`config.mk`:
```
export PLATFORM = sky130hd
export DESIGN_NAME = uart_tx_core
export DESIGN_NICKNAME = d
export VERILOG_FILES = /design/src/rtl/uart_pkg.sv /design/src/rtl/uart_baud_gen.sv /design/src/rtl/uart_tx_core.sv
export SDC_FILE = /design/constraint.sdc
export NUM_CORES = 1
export LEC_CHECK = 0
export CAP_MARGIN = 40
export CORE_MARGIN = 2
export CORE_UTILIZATION = 45
export CTS_BUF_LIST = sky130_fd_sc_hd__clkbuf_8
export CTS_CLUSTER_DIAMETER = 40
export DETAILED_ROUTE_END_ITERATION = 7
export GPL_TIMING_DRIVEN = 1
export PLACE_DENSITY_LB_ADDON = 0.2
export SETUP_SLACK_MARGIN = 0.3
export SLEW_MARGIN = 5
export SYNTH_ARGS = -nofsm -noshare
export SYNTH_HDL_FRONTEND = slang
export SYNTH_HIERARCHICAL = 1
export SYNTH_SLANG_ARGS = --single-unit
```
`constraint.sdc`:
```
create_clock -name sys_clk -period 3.1 [get_ports sys_clk]
set_input_delay 0.93 -clock sys_clk [delete_from_list [all_inputs] [get_ports sys_clk]]
set_output_delay 0.93 -clock sys_clk [all_outputs]
set_load 0.02 [all_outputs]
```
`src/rtl/uart_pkg.sv`:
```
// Shared UART definitions: parity mode constants and the frame FSM encoding.
package uart_pkg;

    localparam int unsigned UART_PARITY_NONE = 0;
    localparam int unsigned UART_PARITY_ODD  = 1;
    localparam int unsigned UART_PARITY_EVEN = 2;

    typedef enum logic [2:0] {
        ST_IDLE   = 3'd0,
        ST_START  = 3'd1,
        ST_DATA   = 3'd2,
        ST_PARITY = 3'd3,
        ST_STOP   = 3'd4
    } uart_state_t;

endpackage

```
`src/rtl/uart_baud_gen.sv`:
```
// Bit-period divider: pulses bit_done in the last cycle of each CLKS_PER_BIT period.
module uart_baud_gen #(
    parameter int unsigned CLKS_PER_BIT = 434
) (
    input  logic clk,
    input  logic rst_n,
    input  logic restart,
    input  logic en,
    output logic bit_done
);

    localparam int unsigned    CNT_W = $clog2(CLKS_PER_BIT);
    localparam logic [CNT_W-1:0] LAST = CNT_W'(CLKS_PER_BIT - 1);

    if (CLKS_PER_BIT < 2) begin : g_bad_clks_per_bit
        $error("uart_baud_gen: CLKS_PER_BIT must be at least 2");
    end

    logic [CNT_W-1:0] count;

    // Period counter: cleared on restart, wraps at the end of each bit while enabled
    always_ff @(posedge clk or negedge rst_n) begin
        if (!rst_n) begin
            count <= '0;
        end else if (restart) begin
            count <= '0;
        end else if (en) begin
            count <= (count == LAST) ? '0 : count + 1'b1;
        end
    end

    assign bit_done = en && (count == LAST);

endmodule

```
`src/rtl/uart_tx_core.sv`:
```
// UART transmitter with a one-entry holding register for back-to-back frames.
module uart_tx_core
    import uart_pkg::*;
#(
    parameter int unsigned DATA_BITS    = 8,
    parameter int unsigned PARITY       = 0,
    parameter int unsigned STOP_BITS    = 1,
    parameter int unsigned CLKS_PER_BIT = 434
) (
    input  logic       sys_clk,
    input  logic       rst_n,
    input  logic       tx_valid,
    input  logic [7:0] tx_data,
    output logic       tx_ready,
    output logic       uart_tx,
    output logic       tx_busy
);

    if (DATA_BITS < 5 || DATA_BITS > 8) begin : g_bad_data_bits
        $error("uart_tx_core: DATA_BITS must be 5..8");
    end
    if (PARITY > UART_PARITY_EVEN) begin : g_bad_parity
        $error("uart_tx_core: PARITY must be 0, 1 or 2");
    end
    if (STOP_BITS < 1 || STOP_BITS > 2) begin : g_bad_stop_bits
        $error("uart_tx_core: STOP_BITS must be 1 or 2");
    end

    localparam int unsigned      IDX_W     = $clog2(DATA_BITS);
    localparam logic [IDX_W-1:0] LAST_IDX  = IDX_W'(DATA_BITS - 1);
    localparam logic             LAST_STOP = 1'(STOP_BITS - 1);
    localparam logic             PAR_EN    = (PARITY != UART_PARITY_NONE);
    localparam logic             PAR_ODD   = (PARITY == UART_PARITY_ODD);

    uart_state_t          state, state_next;
    logic [DATA_BITS-1:0] hold_data, shifter;
    logic                 hold_full, hold_full_next;
    logic [IDX_W-1:0]     bit_idx;
    logic                 stop_cnt;
    logic                 parity_acc;
    logic                 bit_done, accept, load, stop_end, line_next;
    logic                 baud_restart, baud_en;
    logic                 unused_data;

    // Upper tx_data bits are deliberately not transmitted for narrow frames.
    assign unused_data = ^tx_data;

    assign accept         = tx_valid && tx_ready;
    assign stop_end       = (state == ST_STOP) && bit_done && (stop_cnt == LAST_STOP);
    assign load           = hold_full && ((state == ST_IDLE) || stop_end);
    assign hold_full_next = accept ? 1'b1 : (load ? 1'b0 : hold_full);

    assign baud_en      = (state != ST_IDLE);
    assign baud_restart = (state == ST_IDLE) || (state_next != state);

    uart_baud_gen #(
        .CLKS_PER_BIT(CLKS_PER_BIT)
    ) u_baud (
        .clk     (sys_clk),
        .rst_n   (rst_n),
        .restart (baud_restart),
        .en      (baud_en),
        .bit_done(bit_done)
    );

    // FSM state register
    always_ff @(posedge sys_clk or negedge rst_n) begin
        if (!rst_n) begin
            state <= ST_IDLE;
        end else begin
            state <= state_next;
        end
    end

    // Next state and the line level of the bit that starts at the coming edge
    always_comb begin
        state_next = state;
        line_next  = uart_tx;
        case (state)
            ST_IDLE:   if (hold_full) state_next = ST_START;
            ST_START:  if (bit_done) state_next = ST_DATA;
            ST_DATA:   if (bit_done && bit_idx == LAST_IDX)
                           state_next = PAR_EN ? ST_PARITY : ST_STOP;
            ST_PARITY: if (bit_done) state_next = ST_STOP;
            ST_STOP:   if (stop_end) state_next = hold_full ? ST_START : ST_IDLE;
            default:   state_next = ST_IDLE;
        endcase
        // Line is registered, so the next bit is chosen from pre-shift data:
        // shifter[0] on DATA entry, shifter[1] on each later data bit.
        case (state_next)
            ST_START:  line_next = 1'b0;
            ST_DATA: begin
                if (state == ST_START) begin
                    line_next = shifter[0];
                end else if (bit_done) begin
                    line_next = shifter[1];
                end
            end
            ST_PARITY: if (state == ST_DATA) line_next = parity_acc ^ shifter[0] ^ PAR_ODD;
            default:   line_next = 1'b1;
        endcase
    end

    // Holding register, shifter, bit index, stop counter and parity accumulator
    always_ff @(posedge sys_clk or negedge rst_n) begin
        if (!rst_n) begin
            hold_data  <= '0;
            hold_full  <= 1'b0;
            shifter    <= '0;
            bit_idx    <= '0;
            stop_cnt   <= 1'b0;
            parity_acc <= 1'b0;
        end else begin
            hold_full <= hold_full_next;
            if (accept) begin
                hold_data <= tx_data[DATA_BITS-1:0];
            end
            if (load) begin
                shifter    <= hold_data;
                bit_idx    <= '0;
                parity_acc <= 1'b0;
            end else if (state == ST_DATA && bit_done) begin
                shifter    <= shifter >> 1;
                bit_idx    <= bit_idx + 1'b1;
                parity_acc <= parity_acc ^ shifter[0];
            end
            if (state != ST_STOP || stop_end) begin
                stop_cnt <= 1'b0;
            end else if (bit_done) begin
                stop_cnt <= stop_cnt + 1'b1;
            end
        end
    end

    // Registered outputs
    always_ff @(posedge sys_clk or negedge rst_n) begin
        if (!rst_n) begin
            uart_tx  <= 1'b1;
            tx_ready <= 1'b1;
            tx_busy  <= 1'b0;
        end else begin
            uart_tx  <= line_next;
            tx_ready <= !hold_full_next;
            tx_busy  <= (state_next != ST_IDLE) || hold_full_next;
        end
    end

endmodule

```
======== Yosys cells after proc, flatten, opt, wreduce, memory -nomap -nowiden ========
Cells that the tools add are included.
word-level totals
  register bits after elaboration ......... 37
  output and inout port bits .............. 3
  logic and storage cells ................. 72
operators by class
  add/subtract/negate cells ............... 3
  eq/ne operators ......................... 13
  muxes and demuxes ....................... 24
  bitwise operators ....................... 2
  reductions and logical operators ........ 19
operator list
  kind                                                             number
  9-bit two-way mux                                                3
  3-bit two-way mux                                                7
  8-bit two-way mux                                                2
  3-bit one-hot mux with 5 select lines                            1
  3-bit by 2-bit == test with 1-bit output, second input constant  4
  1-bit two-way mux                                                10
  9-bit by 1-bit adder with 9-bit output, second input constant    1
  9-bit == test, second input constant                             1
  1-bit logical AND                                                7
  3-bit by 1-bit == test with 1-bit output, second input constant  2
  3-bit == test, second input constant                             2
  3-bit != test, second input constant                             2
  2-bit nonzero test                                               3
  3-bit nonzero test                                               2
  1-bit logical OR                                                 4
  3-bit by 1-bit adder with 3-bit output, second input constant    1
  3-bit logical NOT                                                1
  3-bit != test                                                    1
  1-bit one-hot mux with 3 select lines                            1
  2-bit != test, second input constant                             1
  2-bit AND reduction                                              1
  1-bit adder, second input constant                               1
  1-bit logical NOT                                                1
  1-bit inverter                                                   1
  1-bit XOR                                                        1

======== Logic depth before layout (Yosys ltp) ========
  word-level depth ........................ 9
  mapped depth ............................ 13
  gate-level depth less buffers ........... 12

======== Modules after synthesis ========
The synthesis kept the hierarchy.
modules (own cells, without submodules)
  module         instances  cells an instance  area an instance (µm²)  sequential area each (µm²)
  uart_tx_core   1          112                1278.7                  678.2
  uart_baud_gen  1          52                 533.0                   225.2

======== Worst setup path before layout ========
No wires, ideal clock.
  path kind ............................... flip-flop to flip-flop
  start ................................... register u_baud.count[0]
  end ..................................... register u_baud.count[4]
  setup time .............................. 0.119 ns
  data arrival time ....................... 2.345 ns
  data required time ...................... 2.981 ns
  setup slack ............................. 0.636 ns
  cell stages (with the launch flop) ...... 12
  path buffers ............................ 1
  clock period less this slack ............ 2.464 ns
  cell sequence ........................... dfrtp_1 -> ha_1 -> and4b_1 -> and3_4 -> buf_2 -> or3_1 -> o21ai_1 -> o31ai_1 -> or2_2 -> nand4_1 -> xor2_1 -> nor2_2
between the ends
  cells in the longest elaborated chain, start to end .. 9
RTL lines
  item                                                     line                 text
  from (decl)                                              uart_baud_gen.sv:19  logic [CNT_W-1:0] count;
  from (signal assigned)                                   uart_baud_gen.sv:28  count <= (count == LAST) ? '0 : count + 1'b1;
  9-bit == test (*)                                        uart_baud_gen.sv:32  assign bit_done = en && (count == LAST);
  1-bit logical AND (*)                                    uart_baud_gen.sv:32
  net bit_done                                             uart_tx_core.sv:41   logic bit_done, accept, load, stop_end, line_next;
  1-bit logical AND (2 in a row)                           uart_tx_core.sv:49   assign stop_end = (state == ST_STOP) && bit_done && (stop_cnt == LAST_STOP);
  3-bit two-way mux                                        uart_tx_core.sv:85   ST_STOP: if (stop_end) state_next = hold_full ? ST_START : ST_IDLE;
  3-bit one-hot mux with 5 select lines (*)                uart_tx_core.sv:79   case (state)
  3-bit != test (*)                                        uart_tx_core.sv:54   assign baud_restart = (state == ST_IDLE) || (state_next != state);
  1-bit logical OR (*)                                     uart_tx_core.sv:54
  net baud_restart                                         uart_tx_core.sv:42   logic baud_restart, baud_en;
  9-bit two-way mux or 2-bit nonzero test (tied branches)  --
The timed path passes the listed nets; every way through them passes the cells marked *. The select of a mux whose other input is x is not followed.
A chain may end at the register's enable or synchronous reset.

======== Final worst setup path ========
  start ................................... register state[0]
  end ..................................... register u_baud.count[4]
between the ends
  cells in the longest elaborated chain, start to end .. 9
RTL lines
  item                                                     line                 text
  from (decl)                                              uart_tx_core.sv:35   uart_state_t state, state_next;
  from (signal assigned)                                   uart_tx_core.sv:71   state <= state_next;
  3-bit nonzero test (*)                                   uart_tx_core.sv:53   assign baud_en = (state != ST_IDLE);
  net baud_en                                              uart_tx_core.sv:42
  1-bit logical AND (*)                                    uart_baud_gen.sv:32
  net bit_done                                             uart_tx_core.sv:41
  1-bit logical AND (2 in a row)                           uart_tx_core.sv:49
  3-bit two-way mux                                        uart_tx_core.sv:85
  3-bit one-hot mux with 5 select lines (*)                uart_tx_core.sv:79
  3-bit != test (*)                                        uart_tx_core.sv:54
  1-bit logical OR (*)                                     uart_tx_core.sv:54
  net baud_restart                                         uart_tx_core.sv:42
  9-bit two-way mux or 2-bit nonzero test (tied branches)  --
The timed path passes the listed nets; every way through them passes the cells marked *.

==> results.md <==
* Post-synthesis register bit count at 36
* Most common cell after layout, fill and taps aside: dfrtp_1
* Seq pwr share at 56.5%
* Gr ovfl total at 0
* I/O Pins at 14
* Reg-to-reg critical path startpoint: state[0]$_DFF_PN0_
* Final setup skew at 0.00485 ns
* Slew HR at 68.9%
* Largest net degree at the start of global routing at 37
* H-tree Lvls at 2
* Site Rows at 23
* RSZ-0062 raised after global routing: false
* HPWL after detailed placement at 2.40 mm
* Area delta synth->final at 14.0%
* Clk sinks at 36
* Setup Viol. Count Final at 0
* CP endpoint kind: flop
* First-pass GRT wire length at 5.62 mm
* Setup Crit Path Kind: reg2reg
* Post-CTS sizing at 0
* Sequential area share after synthesis at 49.9%
* Vias at 1258
* PwrDens at 455 mW/mm^2
* Post-synth EDFFs at 0
* CP Launch Type: flop
* Cell count after synthesis at 164
* F_max at 382 MHz
* Psw at 210 uW
* # Post-CTS Setup Buffers at 0
* Util after Layout at 52.4%
* Outcome: finished clean
* CP startpoint: state[0]$_DFF_PN0_
* Vias per cell at 5.45
* Die area at 0.00455 sq mm
* Die height at 67.5 um
* Clk root buf: clkbuf_8
* Crit-path slowest cell: dfrtp_1
* CP Cell Sequence: nor2_1 > nand2_1 > and3_4 > or3_1 > o21ai_1 > o31ai_1 > or2_2 > nand4_1 > xor2_1 > nor2_2
* PortBufs at 13
* Max-Cap Viols at 0
* Syn_area_per_cell at 11.0 sq um
* CTS Hold Bufs at 0
* Iteration-0 DRC Markers at 64
* Final critical path time including I/O delays and setup at 2.62 ns
* Max rail drop VDD at 0.253 mV
* N_diodes at 0
* Number of antenna violations at the first check in global routing at 0
* Final Cycle Share at 84.5%
* Library cells used by synthesis at 48
* Clock power share at 36.1%
* Main synth FF type: dfrtp_1
* HP Class: reg2reg
* Post-Syn Area at 0.00181 sq mm
* Worst Tran Pin Value at 0.466 ns
* Setup TNS at 0 ns
* Wirelength, routed at 3.36 mm
* Die Width at 67.5 um
* Tot GR Track Use at 16.9%
* Pins Over Slew Limit at 0
* Switching share of power at 22.3%
* CP peak stage delay at 0.47 ns
* CP delay by family, top: simple AND/OR/NAND/NOR gates
* Syn_nets at 179
* Initial Util at 46.0%
* Routed WL per cell at 14.5 um
* Number of detailed-route iterations in the first pass at 4
* Final #Nets at 195
* Number of synthesis warnings at 6
* CTS max path bufs at 2
* CTS tree: done
* Logic pwr share at 7.4%
* Hold Fails Final Rpt at 0
* Largest fanout on the critical path at 12
* Vias in the first global route at 1289
* Worst EP arrival at 2.80 ns
* Hold Path Origin: hold_data[1]$_DFFE_PN0P_
* Int Power at 730 uW
* Worst-path clk slew at 0.07 ns
* Routability cong. at 0.942
* Share of layout cells above drive strength 1 at 17.7%
* Pleak at 0.000867 uW
* WP data required at 3.28 ns
* Post-route ant nets at 0
* Worst-skew pair later-pin latency at 0.29 ns
* Buf+Inv Stages, Crit Path at 0
* Synth async-reset ratio at 100%
* Core area at 0.00394 sq mm
* Drt drc at 0
* Cts bufs inserted at 5
* Most frequent cells in the layout: 34 x dfrtp_1, 15 x nand2_1, 13 x clkdlybuf4s50_1, 9 x nor2_1, 9 x mux2i_1
path summary, 6_finish.rpt:
kind,cells after the start,slack [ns],end
worst max-delay path,10,0.48,u_baud/count[4]$_DFFE_PN0P_
worst min-delay path,2,0.48,shifter[1]$_DFFE_PN0P_
worst max register to register,10,0.48,u_baud/count[4]$_DFFE_PN0P_
worst min register to register,2,0.48,shifter[1]$_DFFE_PN0P_
max in group asynchronous,2,1.70,tx_ready$_DFF_PN1_
min in group asynchronous,2,1.05,u_baud/count[0]$_DFFE_PN0P_
per-stage QoR:
| step | cells | hold slack (ns) | setup WS, ns | total power, uW | cell area (sq um) |
|---|---|---|---|---|---|
| 3_5_place_dp | 223 | 0.475 | 0.539 | 613 | 1980 |
| 5_1_grt | 231 | 0.516 | 0.377 | 976 | 2070 |
| 4_1_cts | 231 | 0.483 | 0.514 | 952 | 2070 |
| 2_1_floorplan | 164 | 0.444 | 0.636 | 574 | 1810 |
| 6_report | 231 | 0.475 | 0.481 | 940 | 2070 |
| 3_3_place_gp | 223 | 0.457 | 0.637 | 605 | 1980 |
routing by layer:
layer  part of all wire [%]  track usage (%)
met5                      0                0
met3                    3.0             3.50
met1                     44             19.7
met4                    1.9             10.2
met2                     51             28.5
Yosys cell counts (all sizes together) (2+ instances only):
library cell / number / area, sq um
buf: 6 / 43.8
o21ai: 13 / 65.1
nand4: 2 / 12.5
inv: 6 / 22.5
a31oi: 2 / 12.5
mux2i: 9 / 90.1
nor3: 2 / 10.0
o21a: 2 / 15.0
a21oi: 5 / 36.3
nor2: 14 / 65.1
nand2b: 5 / 31.3
nand3: 5 / 30.0
xnor2: 4 / 35.0
mux2: 8 / 90.1
or2: 2 / 15.0
xor2: 2 / 17.5
dfrtp: 34 / 851
dfstp: 2 / 52.6
nand2: 15 / 56.3
ha: 4 / 50.1
nor3b: 2 / 15.0
and3: 2 / 17.5
state kept, by name, indices dropped and copies added (netlist names):
signal        cells
shifter           8
u_baud/count      9
uart_tx           1
tx_ready          1
tx_busy           1
hold_full         1
hold_data         8
state             3
bit_idx           3
stop_cnt          1
power by group through the flow:
stage          clock [uW]  sequential (uW)  combinational (uW)
6_report              339              531                69.3
5_1_grt               364              535                76.1
4_1_cts               348              532                71.9
3_5_place_dp            0              541                71.8
3_3_place_gp            0              537                67.6
2_1_floorplan           0              535                39.2
kinds of logic (layout without fill, tap and decap cells):
kind of cell,after synthesis,after routing,synth area share [%]
AO/OA/AOI/OAI,31,31,11.3
XOR/XNOR,6,6,2.90
adder cells (fa/ha/maj),4,4,2.76
buffers and inverters,12,29,3.66
flip-flops,36,36,49.9
multiplexers,17,17,9.95
AND/OR/NAND/NOR,58,58,19.6
layout make-up:
type                       count  area (sq um)
tap                           50          62.6
fill                         352          1880
multi-input combinational    116           842
sequential                    36           903
clock inverter                 2          7.51
clock buffer                   6          82.6
timing repair buffer          15           145
inverter                       6          22.5
tightest hold or removal path, delay by kind of cell, from the launching register on:
kind	cells	cell delay, ns
flops	1	0.34
compound gates	1	0.05
simple gates	1	0.04
No activity file was read; power rests on OpenSTA's default activity.
